## src/rtl/sc_shift_sequencer.sv

```systemverilog
// sc_shift_sequencer: command sequencer for a downstream shift register.
// A Start command captures an operand, a direction and a shift count, then
// drives one load cycle, N shift cycles and a one-cycle Done pulse.
// All outputs are registered (Moore), and the reset is synchronous and active-low.
// Optional build macro SHIFT_SEQUENCER_ABORT_EN adds SC_SHIFT_SEQUENCER_Abort_InLow.
// When the macro is defined, an abort in LOAD or SHIFT jumps to DONE.
module sc_shift_sequencer #(
  parameter int DATAWIDTH_BUS                  = 32,
  parameter int DATAWIDTH_REGSHIFTER_SELECTION = 2,
  parameter int DATAWIDTH_COUNT                = 5
) (
  input  logic                                      SC_SHIFT_SEQUENCER_CLOCK_50,
  input  logic                                      SC_SHIFT_SEQUENCER_Reset_InLow,
  input  logic                                      SC_SHIFT_SEQUENCER_Start_InLow,
  input  logic                                      SC_SHIFT_SEQUENCER_Direction_In,
  input  logic [DATAWIDTH_COUNT-1:0]                SC_SHIFT_SEQUENCER_Count_In,
  input  logic [DATAWIDTH_BUS-1:0]                  SC_SHIFT_SEQUENCER_DataBUS_In,
`ifdef SHIFT_SEQUENCER_ABORT_EN
  input  logic                                      SC_SHIFT_SEQUENCER_Abort_InLow,
`endif
  output logic                                      SC_SHIFT_SEQUENCER_Load_OutLow,
  output logic [DATAWIDTH_REGSHIFTER_SELECTION-1:0] SC_SHIFT_SEQUENCER_ShiftSelection_OutLow,
  output logic [DATAWIDTH_BUS-1:0]                  SC_SHIFT_SEQUENCER_DataBUS_Out,
  output logic                                      SC_SHIFT_SEQUENCER_Busy_OutHigh,
  output logic                                      SC_SHIFT_SEQUENCER_Done_OutHigh
);

  typedef enum logic [1:0] {IDLE, LOAD, SHIFT, DONE} state_t;

  localparam logic [DATAWIDTH_REGSHIFTER_SELECTION-1:0] SEL_HOLD  = '0;
  localparam logic [DATAWIDTH_REGSHIFTER_SELECTION-1:0] SEL_LEFT  = DATAWIDTH_REGSHIFTER_SELECTION'(1);
  localparam logic [DATAWIDTH_REGSHIFTER_SELECTION-1:0] SEL_RIGHT = DATAWIDTH_REGSHIFTER_SELECTION'(2);
  localparam logic [DATAWIDTH_COUNT-1:0]                CNT_ONE   = DATAWIDTH_COUNT'(1);

  state_t                     stateReg;
  logic [DATAWIDTH_COUNT-1:0] countReg;
  logic                       dirReg;
  logic                       abortReq;

`ifdef SHIFT_SEQUENCER_ABORT_EN
  assign abortReq = ~SC_SHIFT_SEQUENCER_Abort_InLow;
`else
  assign abortReq = 1'b0;
`endif

  // FSM with state, counter and all outputs updated together on the clock edge
  always_ff @(posedge SC_SHIFT_SEQUENCER_CLOCK_50) begin
    if (!SC_SHIFT_SEQUENCER_Reset_InLow) begin
      stateReg                                 <= IDLE;
      countReg                                 <= '0;
      dirReg                                   <= 1'b0;
      SC_SHIFT_SEQUENCER_Load_OutLow           <= 1'b1;
      SC_SHIFT_SEQUENCER_ShiftSelection_OutLow <= SEL_HOLD;
      SC_SHIFT_SEQUENCER_DataBUS_Out           <= '0;
      SC_SHIFT_SEQUENCER_Busy_OutHigh          <= 1'b0;
      SC_SHIFT_SEQUENCER_Done_OutHigh          <= 1'b0;
    end else begin
      case (stateReg)
        IDLE: begin
          SC_SHIFT_SEQUENCER_Done_OutHigh <= 1'b0;
          if (!SC_SHIFT_SEQUENCER_Start_InLow) begin
            stateReg                                 <= LOAD;
            countReg                                 <= SC_SHIFT_SEQUENCER_Count_In;
            dirReg                                   <= SC_SHIFT_SEQUENCER_Direction_In;
            SC_SHIFT_SEQUENCER_DataBUS_Out           <= SC_SHIFT_SEQUENCER_DataBUS_In;
            SC_SHIFT_SEQUENCER_Load_OutLow           <= 1'b0;
            SC_SHIFT_SEQUENCER_ShiftSelection_OutLow <= SEL_HOLD;
            SC_SHIFT_SEQUENCER_Busy_OutHigh          <= 1'b1;
          end
        end
        LOAD: begin
          SC_SHIFT_SEQUENCER_Load_OutLow <= 1'b1;
          if (abortReq || countReg == '0) begin
            // Either an abort or a zero-length command goes straight to DONE.
            stateReg                                 <= DONE;
            countReg                                 <= '0;
            SC_SHIFT_SEQUENCER_ShiftSelection_OutLow <= SEL_HOLD;
            SC_SHIFT_SEQUENCER_Done_OutHigh          <= 1'b1;
          end else begin
            stateReg                                 <= SHIFT;
            SC_SHIFT_SEQUENCER_ShiftSelection_OutLow <= dirReg ? SEL_RIGHT : SEL_LEFT;
          end
        end
        SHIFT: begin
          // The counter holds the number of shift cycles left, including this one.
          if (abortReq || countReg <= CNT_ONE) begin
            stateReg                                 <= DONE;
            countReg                                 <= '0;
            SC_SHIFT_SEQUENCER_ShiftSelection_OutLow <= SEL_HOLD;
            SC_SHIFT_SEQUENCER_Done_OutHigh          <= 1'b1;
          end else begin
            countReg <= countReg - CNT_ONE;
          end
        end
        DONE: begin
          stateReg                        <= IDLE;
          SC_SHIFT_SEQUENCER_Done_OutHigh <= 1'b0;
          SC_SHIFT_SEQUENCER_Busy_OutHigh <= 1'b0;
        end
        default: begin
          stateReg                                 <= IDLE;
          countReg                                 <= '0;
          SC_SHIFT_SEQUENCER_Load_OutLow           <= 1'b1;
          SC_SHIFT_SEQUENCER_ShiftSelection_OutLow <= SEL_HOLD;
          SC_SHIFT_SEQUENCER_Busy_OutHigh          <= 1'b0;
          SC_SHIFT_SEQUENCER_Done_OutHigh          <= 1'b0;
        end
      endcase
    end
  end

endmodule
```

## config.mk

```make
export PLATFORM = sky130hd
export DESIGN_NAME = sc_shift_sequencer
export DESIGN_NICKNAME = d
export VERILOG_FILES = /design/src/rtl/sc_shift_sequencer.sv
export SDC_FILE = /design/constraint.sdc
export NUM_CORES = 1
export LEC_CHECK = 0
export BUFFER_PORTS_ARGS = -buffer_cell sky130_fd_sc_hd__buf_2
export CAP_MARGIN = 40
export CORE_UTILIZATION = 42
export CTS_CLUSTER_SIZE = 28
export DETAILED_ROUTE_END_ITERATION = 16
export PLACE_DENSITY = 0.75
export SETUP_SLACK_MARGIN = 0.4
export SYNTH_ARGS = -nofsm -noshare
export SYNTH_HDL_FRONTEND = slang
export SYNTH_SLANG_ARGS = --single-unit
```

## constraint.sdc

```tcl
create_clock -name SC_SHIFT_SEQUENCER_CLOCK_50 -period 1.7 [get_ports SC_SHIFT_SEQUENCER_CLOCK_50]
set_input_delay 0.085 -clock SC_SHIFT_SEQUENCER_CLOCK_50 [delete_from_list [all_inputs] [get_ports SC_SHIFT_SEQUENCER_CLOCK_50]]
set_output_delay 0.085 -clock SC_SHIFT_SEQUENCER_CLOCK_50 [all_outputs]
set_load 0.05 [all_outputs]
```

==> results of run 1 <==
==> power by group <==
group          internal (mW)  switching [mW]  leakage, nW  total, mW
Clock                  0.480           0.379       0.0585      0.859
Combinational           1.74            2.32         1.22       4.06
Sequential              1.31           0.232        0.371       1.55
==> logic make-up after synthesis <==
family / synth area share (%)
compound gates: 19.5
buf+inv: 4.63
simple gates: 21.9
mux: 1.07
flops: 48.3
fa+ha+maj: 4.69
==> worst max-delay path, delay by kind of cell (launching register included) <==
family                   cells  cell delay [ns]
AO/OA/AOI/OAI                3             0.50
adder cells (fa/ha/maj)      1             0.12
buffers and inverters        2             0.22
flip-flops                   1             0.37
AND/OR/NAND/NOR              1             0.47
==> path summary, 6_finish.rpt <==
| path | endpoint | slack (ns) | start | cells after the start |
|---|---|---|---|---|
| worst max-delay path | countReg[3]$_SDFFE_PN0P_ | -0.09 | countReg[0]$_SDFFE_PN0P_ | 7 |
| worst min-delay path | SC_SHIFT_SEQUENCER_DataBUS_Out[4]$_SDFFE_PN0P_ | 0.009 | SC_SHIFT_SEQUENCER_DataBUS_In[4] | 3 |
| worst max register to register | countReg[3]$_SDFFE_PN0P_ | -0.09 | countReg[0]$_SDFFE_PN0P_ | 7 |
| worst min register to register | SC_SHIFT_SEQUENCER_DataBUS_Out[16]$_SDFFE_PN0P_ | 0.47 | SC_SHIFT_SEQUENCER_DataBUS_Out[16]$_SDFFE_PN0P_ | 2 |
==> final cells by class <==
type                       instances  area share [%]
timing repair buffer             114            24.8
multi-input combinational        165            42.4
clock inverter                     1           0.876
clock buffer                       7            2.52
sequential                        45            26.6
inverter                           8            1.09
tap                               50            1.82
==> sequential cells by signal (all words and copies together) (netlist names) <==
name / cells
SC_SHIFT_SEQUENCER_Done_OutHigh: 1
dirReg: 1
stateReg: 2
countReg: 5
SC_SHIFT_SEQUENCER_Load_OutLow: 1
SC_SHIFT_SEQUENCER_Busy_OutHigh: 1
SC_SHIFT_SEQUENCER_ShiftSelection_OutLow: 2
SC_SHIFT_SEQUENCER_DataBUS_Out: 32
==> cells in the mapped netlist, drive strengths merged, types with 2 or more instances <==
| master | number | area [um2] |
|---|---|---|
| inv | 8 | 30.0 |
| dfxtp | 45 | 901 |
| and2 | 2 | 13.8 |
| ha | 7 | 87.6 |
| a221oi | 2 | 17.5 |
| mux2i | 2 | 20.0 |
| a31oi | 3 | 18.8 |
| nand3b | 2 | 15.0 |
| nand3 | 3 | 15.0 |
| nand2 | 73 | 274 |
| a21oi | 39 | 195 |
| clkbuf | 13 | 48.8 |
| o21ai | 2 | 10.0 |
| or3 | 2 | 12.5 |
| buf | 2 | 7.51 |
| nor2 | 5 | 18.8 |
| a21o | 2 | 16.3 |
| nor2b | 2 | 12.5 |
==> repair_timing <==
action,CTS,global route
hold buffers,0,0
endpoints found under the setup margin,45,45
pin swaps,56,26
buffers inserted,18,1
cloned,7,0
gates resized for setup,104,57
==> through the flow <==
stage          TNS, ns  instances
2_1_floorplan        0        233
3_3_place_gp         0        356
3_5_place_dp    -0.268        356
4_1_cts         -0.121        389
5_1_grt         -0.514        390
6_report        -0.134        390
==> layer usage <==
| layer | global-route usage, % | up-vias | share of wire [%] |
|---|---|---|---|
| met5 | 0 | - | 0 |
| met4 | 9.11 | 0 | 3.1 |
| met3 | 7.24 | 30 | 7.2 |
| met2 | 47.4 | 116 | 52 |
| met1 | 30.8 | 1054 | 37 |
| li1 | - | 1005 | - |
==> reports/results.ini, run 1 <==
[run_status]
status=complete, but fails checks
violations=setup timing

[routing]
num_vias=2205
vias_per_cell=5.65
remaining_drc_errors=0
wl_per_cell_um=19.2
wl_mm=7.49
first_iter_violations=148
dr.pass1.iters=4
ant_nets=0

[synth]
post_synth_inst_count=233
ys_warn_count=0
synth_top_flop_cell=dfxtp_1
syn_avg_cell_area_um2=8.01
synth_area_mm2=0.00187
syn_nets=281
async_reset_ff_share_pct=0
synth-seq-cells=45
synth-seq-area-share_pct=48.3
synth-edff-count=0
ys_types=39

[pwr]
power.density_mw_per_mm2=1880
p_leak_nw=1.65
power_mw=6.46
peakVddDrop_uv=1090

[critical_path]
crit_arrival_ns=1.97
crit_path_end_kind=flop
cp-start-kind=flop
critPathKind=flop to flop
critical_path_required_ns=1.88
max_stage_delay_ns=0.47
path_max_fanout=8
path_cells=inv_4 > ha_4 > or4b_4 > a21o_4 > buf_4 > a31oi_4 > o2bb2ai_1
crit_slowest_cell=or4b_4

[floorplan]
die_w_um=68.6
core_mm2=0.00414
initial_utilization_pct=45.0
die_area_mm2=0.00471
fp-row-count=23
dieHeight_um=68.6
pin_count=78

[cts]
cts_tree=built
cts_root_buf=clkbuf_8
clkLatencyLatePin_ns=0.31
cts_max_path_buffers=2
path_clk_slew_ns=0.09
h-tree-depth=2
cts_buffers=5
cts.sinks=45

[sta]
rsz0062_at_grt=yes
relSlewSlack_pct=66.2
finClkSkew_ns=0.00713
post-route-period-util_pct=105
max_freq_mhz=559
tightestPinTransition_ns=0.507
holdWs_ns=0.00869
layout_setup_ws_ns=-0.0878
finalSetupViolCount=6
layout_min_cycle_time_ns=1.79
finalHoldViolations=0
drv_slew=0

[cells_and_area]
fin_util_pct=82.8
layout_common_cells=buf_2 (77), dfxtp_1 (41), nand2_4 (40), a21oi_2 (33), nand2_1 (25)
multi_input_comb_area_mm2=0.00145
final_area_mm2=0.00343
final_layout_size_suffix_gt1_share_pct=66.8
num_antenna_cells=0
seq_area_um2=911
fillers=229
final_common_cell=buf_2
area_growth_pct=83.8
fin_nets=387

[global_route]
grt_antenna_before_repair=0
grt_max_degree=30
grt-ovfl-total=0
grt_pass1_wl_mm=9.29
grt_pass1_vias=1999
grt_use_total_pct=26.8

[job]
maxCapViolCount=0

[placed_design]
dpl_worst_slack_ns=-0.0720
gp_congestion=0.843
dp_hpwl_mm=3.32
port_buffers=77
dpl_cell_area_mm2=0.00240

[hold_path]
worstHoldPathType=primary input to flop

Note: power is estimated with default switching activity, not from simulation.
==> inputs of run 2 (changes only) <==
--- a/config.mk
+++ b/config.mk
@@ -8,6 +8,8 @@
 export BUFFER_PORTS_ARGS = -buffer_cell sky130_fd_sc_hd__buf_2
 export CAP_MARGIN = 40
 export CORE_UTILIZATION = 42
+export CTS_BUF_LIST = sky130_fd_sc_hd__clkbuf_16
+export CTS_CLUSTER_DIAMETER = 40
 export CTS_CLUSTER_SIZE = 28
 export DETAILED_ROUTE_END_ITERATION = 16
 export PLACE_DENSITY = 0.75
==> run 2 against run 1 <==
Compared with the run above: the flow still finishes with violations (setup timing); power up 8.0%; worst setup slack improved by 0.038 ns; global-route usage rose by 2.6 points; register-to-register slack gained 0.04 ns; critical path depth is 1 lower; sequential share of layout area fell by 1.1 points; wire length up 12%; cell area increased by 4.3%; sequential cell count did not move; clock-buffer cell count shrank 2; final cell count grew 1.5%; clock skew up 0.0024 ns; largest cell class unchanged; largest power group unchanged.
==> reports/results.ini, run 2 (synthesized netlist as in run 1, its figures left out) <==
[run_status]
status=complete, but fails checks  ; unchanged
violations=setup timing  ; unchanged

[critical_path]
critical_path_required_ns=1.91  ; was 1.88 ns
crit_arrival_ns=1.96  ; was 1.97 ns
crit_path_end_kind=flop  ; unchanged
path_cells=inv_4 > ha_4 > or4b_4 > a21o_4 > or2_1 > o22ai_1  ; was inv_4 > ha_4 > or4b_4 > a21o_4 > buf_4 > a31oi_4 > o2bb2ai_1
crit_slowest_cell=or4b_4  ; unchanged
cp-start-kind=flop  ; unchanged
max_stage_delay_ns=0.47  ; about the same
path_max_fanout=8  ; unchanged
critPathKind=flop to flop  ; unchanged

[routing]
first_iter_violations=144  ; was 148
remaining_drc_errors=0  ; unchanged
dr.pass1.iters=4  ; unchanged
ant_nets=0  ; unchanged
num_vias=2294  ; was 2205
vias_per_cell=5.79  ; was 5.65
wl_per_cell_um=21.2  ; was 19.2 um
wl_mm=8.38  ; was 7.49 mm

[global_route]
grt_antenna_before_repair=0  ; unchanged
grt_use_total_pct=29.4  ; was 26.8%
grt-ovfl-total=0  ; unchanged
grt_max_degree=30  ; unchanged
grt_pass1_vias=2084  ; was 1999
grt_pass1_wl_mm=9.98  ; was 9.29 mm

[cts]
clkLatencyLatePin_ns=0.29  ; was 0.31 ns
cts_root_buf=clkbuf_16  ; was clkbuf_8
h-tree-depth=2  ; unchanged
cts_max_path_buffers=2  ; unchanged
cts.sinks=45  ; unchanged
path_clk_slew_ns=0.06  ; was 0.09 ns
cts_hold_buf=0  ; unchanged
cts_tree=built  ; unchanged
cts_buffers=5  ; unchanged

[cells_and_area]
largest_registers=SC_SHIFT_SEQUENCER_DataBUS_Out: 32 flops, countReg: 5 flops  ; unchanged
layout_common_cells=buf_2 (77), nand2_4 (43), dfxtp_1 (41), a21oi_2 (31), nand2_2 (19)  ; was buf_2 (77), dfxtp_1 (41), nand2_4 (40), a21oi_2 (33), nand2_1 (25)
largest_reg_flops=32  ; unchanged
final_layout_size_suffix_gt1_share_pct=70.7  ; was 66.8%
fin_nets=392  ; was 387
top_register=SC_SHIFT_SEQUENCER_DataBUS_Out  ; unchanged
fin_util_pct=86.4  ; was 82.8%
area_growth_pct=91.8  ; was 83.8%
final_common_cell=buf_2  ; unchanged

[sta]
tightestPinTransition_ns=0.490  ; was 0.507 ns
layout_setup_ws_ns=-0.0501  ; was -0.0878 ns
max_freq_mhz=571  ; was 559 MHz
finalSetupViolCount=6  ; unchanged
rsz0062_at_grt=yes  ; unchanged
finalHoldViolations=0  ; unchanged
drv_slew=0  ; unchanged
finClkSkew_ns=0.00948  ; was 0.00713 ns
post-route-period-util_pct=103  ; was 105%
layout_min_cycle_time_ns=1.75  ; was 1.79 ns
holdWs_ns=0.0414  ; was 0.00869 ns
relSlewSlack_pct=67.3  ; was 66.2%

[floorplan]
pin_count=78  ; unchanged
die_w_um=68.6  ; unchanged
core_mm2=0.00414  ; unchanged
die_area_mm2=0.00471  ; unchanged
fp-row-count=23  ; unchanged
initial_utilization_pct=45.0  ; unchanged
dieHeight_um=68.6  ; unchanged

[pwr]
power.net_switching_mw=3.11  ; was 2.93 mW
p_seq_share_pct=22.8  ; was 23.9%
p_clk_share_pct=15.4  ; was 13.3%
power.density_mw_per_mm2=1950  ; was 1880 mW/mm2
power_mw=6.98  ; was 6.46 mW
p_leak_nw=1.72  ; was 1.65 nW
peakVddDrop_uv=1110  ; was 1090 uV
intPower_mw=3.87  ; was 3.53 mW
combPwrFrac_pct=61.8  ; was 62.8%
switching_share_pct=44.5  ; was 45.4%

[hold_path]
worstHoldPathType=primary input to flop  ; unchanged

[placed_design]
dp_hpwl_mm=3.32  ; unchanged
dpl_worst_slack_ns=-0.0720  ; unchanged
port_buffers=77  ; unchanged
gp_congestion=0.843  ; unchanged

[job]
maxCapViolCount=0  ; unchanged

run 2: changes by cell type in the layout (fill, tap and decap cells not counted), moves of 2 or more:
cell | before | now
nand2_1 | 25 | 11
nand2_2 | 8 | 19
buf_6 | 11 | 17
clkbuf_8 | 6 | 0
clkbuf_16 | 0 | 5
nand2_4 | 40 | 43
a21oi_1 | 4 | 6
a21oi_2 | 33 | 31
run 2: cell type report:
class | instances | area (um2)
diodes | 1 | 2.50
clock buffers | 5 | 125
clock inverters | 3 | 37.5
fillers | 190 | 566
inverters | 8 | 37.5
multi-input cells | 165 | 1500
flip-flops and latches | 45 | 911
well taps | 50 | 62.6
repair buffers | 119 | 905
run 2: worst max-delay path, delay by kind of cell (launching register included):
family / cells / cell delay (ns)
AND/OR/NAND/NOR: 2 / 0.71
AO/OA/AOI/OAI: 2 / 0.42
flip-flops: 1 / 0.36
adder cells (fa/ha/maj): 1 / 0.12
buffers and inverters: 1 / 0.06
run 2: metal layers:
layer | part of all wire, % | track usage (%) | up-vias | wire [um]
met5 | 0 | 0 | - | 0
met4 | 4.2 | 16.4 | 0 | 355
met3 | 7.6 | 9.21 | 37 | 639
met2 | 51 | 51.5 | 134 | 4270
met1 | 37 | 30.9 | 1105 | 3120
li1 | - | - | 1018 | -
run 2: metrics by stage:
step / setup TNS (ns) / area (um2) / cells
floorplan: 0 / 1950 / 233
detailed placement: -0.268 / 2400 / 356
finish: -0.135 / 3580 / 396
global route: -0.547 / 3580 / 395
global placement: 0 / 2400 / 356
CTS: -0.108 / 3210 / 391
run 2: worst paths after layout:
path                                                   start                                              end  slack (ns)  cells after the start
max reg2reg                         countReg[0]$_SDFFE_PN0P_                         countReg[4]$_SDFFE_PN0P_       -0.05                      6
max                                 countReg[0]$_SDFFE_PN0P_                         countReg[4]$_SDFFE_PN0P_       -0.05                      6
min                          SC_SHIFT_SEQUENCER_Direction_In                              dirReg$_SDFFE_PN0P_        0.04                      3
min reg2reg  SC_SHIFT_SEQUENCER_DataBUS_Out[19]$_SDFFE_PN0P_  SC_SHIFT_SEQUENCER_DataBUS_Out[19]$_SDFFE_PN0P_        0.46                      2
run 2: timing repair:
| action | in CTS | in global routing |
|---|---|---|
| resized for setup | 109 | 80 |
| pin swaps | 61 | 52 |
| setup buffers | 19 | 4 |
| endpoints found under the setup margin | 45 | 45 |
| cloned | 8 | 0 |
run 2: power by group through the flow:
stage	logic [mW]	clock network [mW]	registers, mW
final	4.31	1.08	1.59
after global placement	2.33	0	1.49
after CTS	3.52	1.07	1.50
after detailed placement	2.37	0	1.50
after global routing	4.50	1.13	1.61
after floorplan	1.22	0	2.05
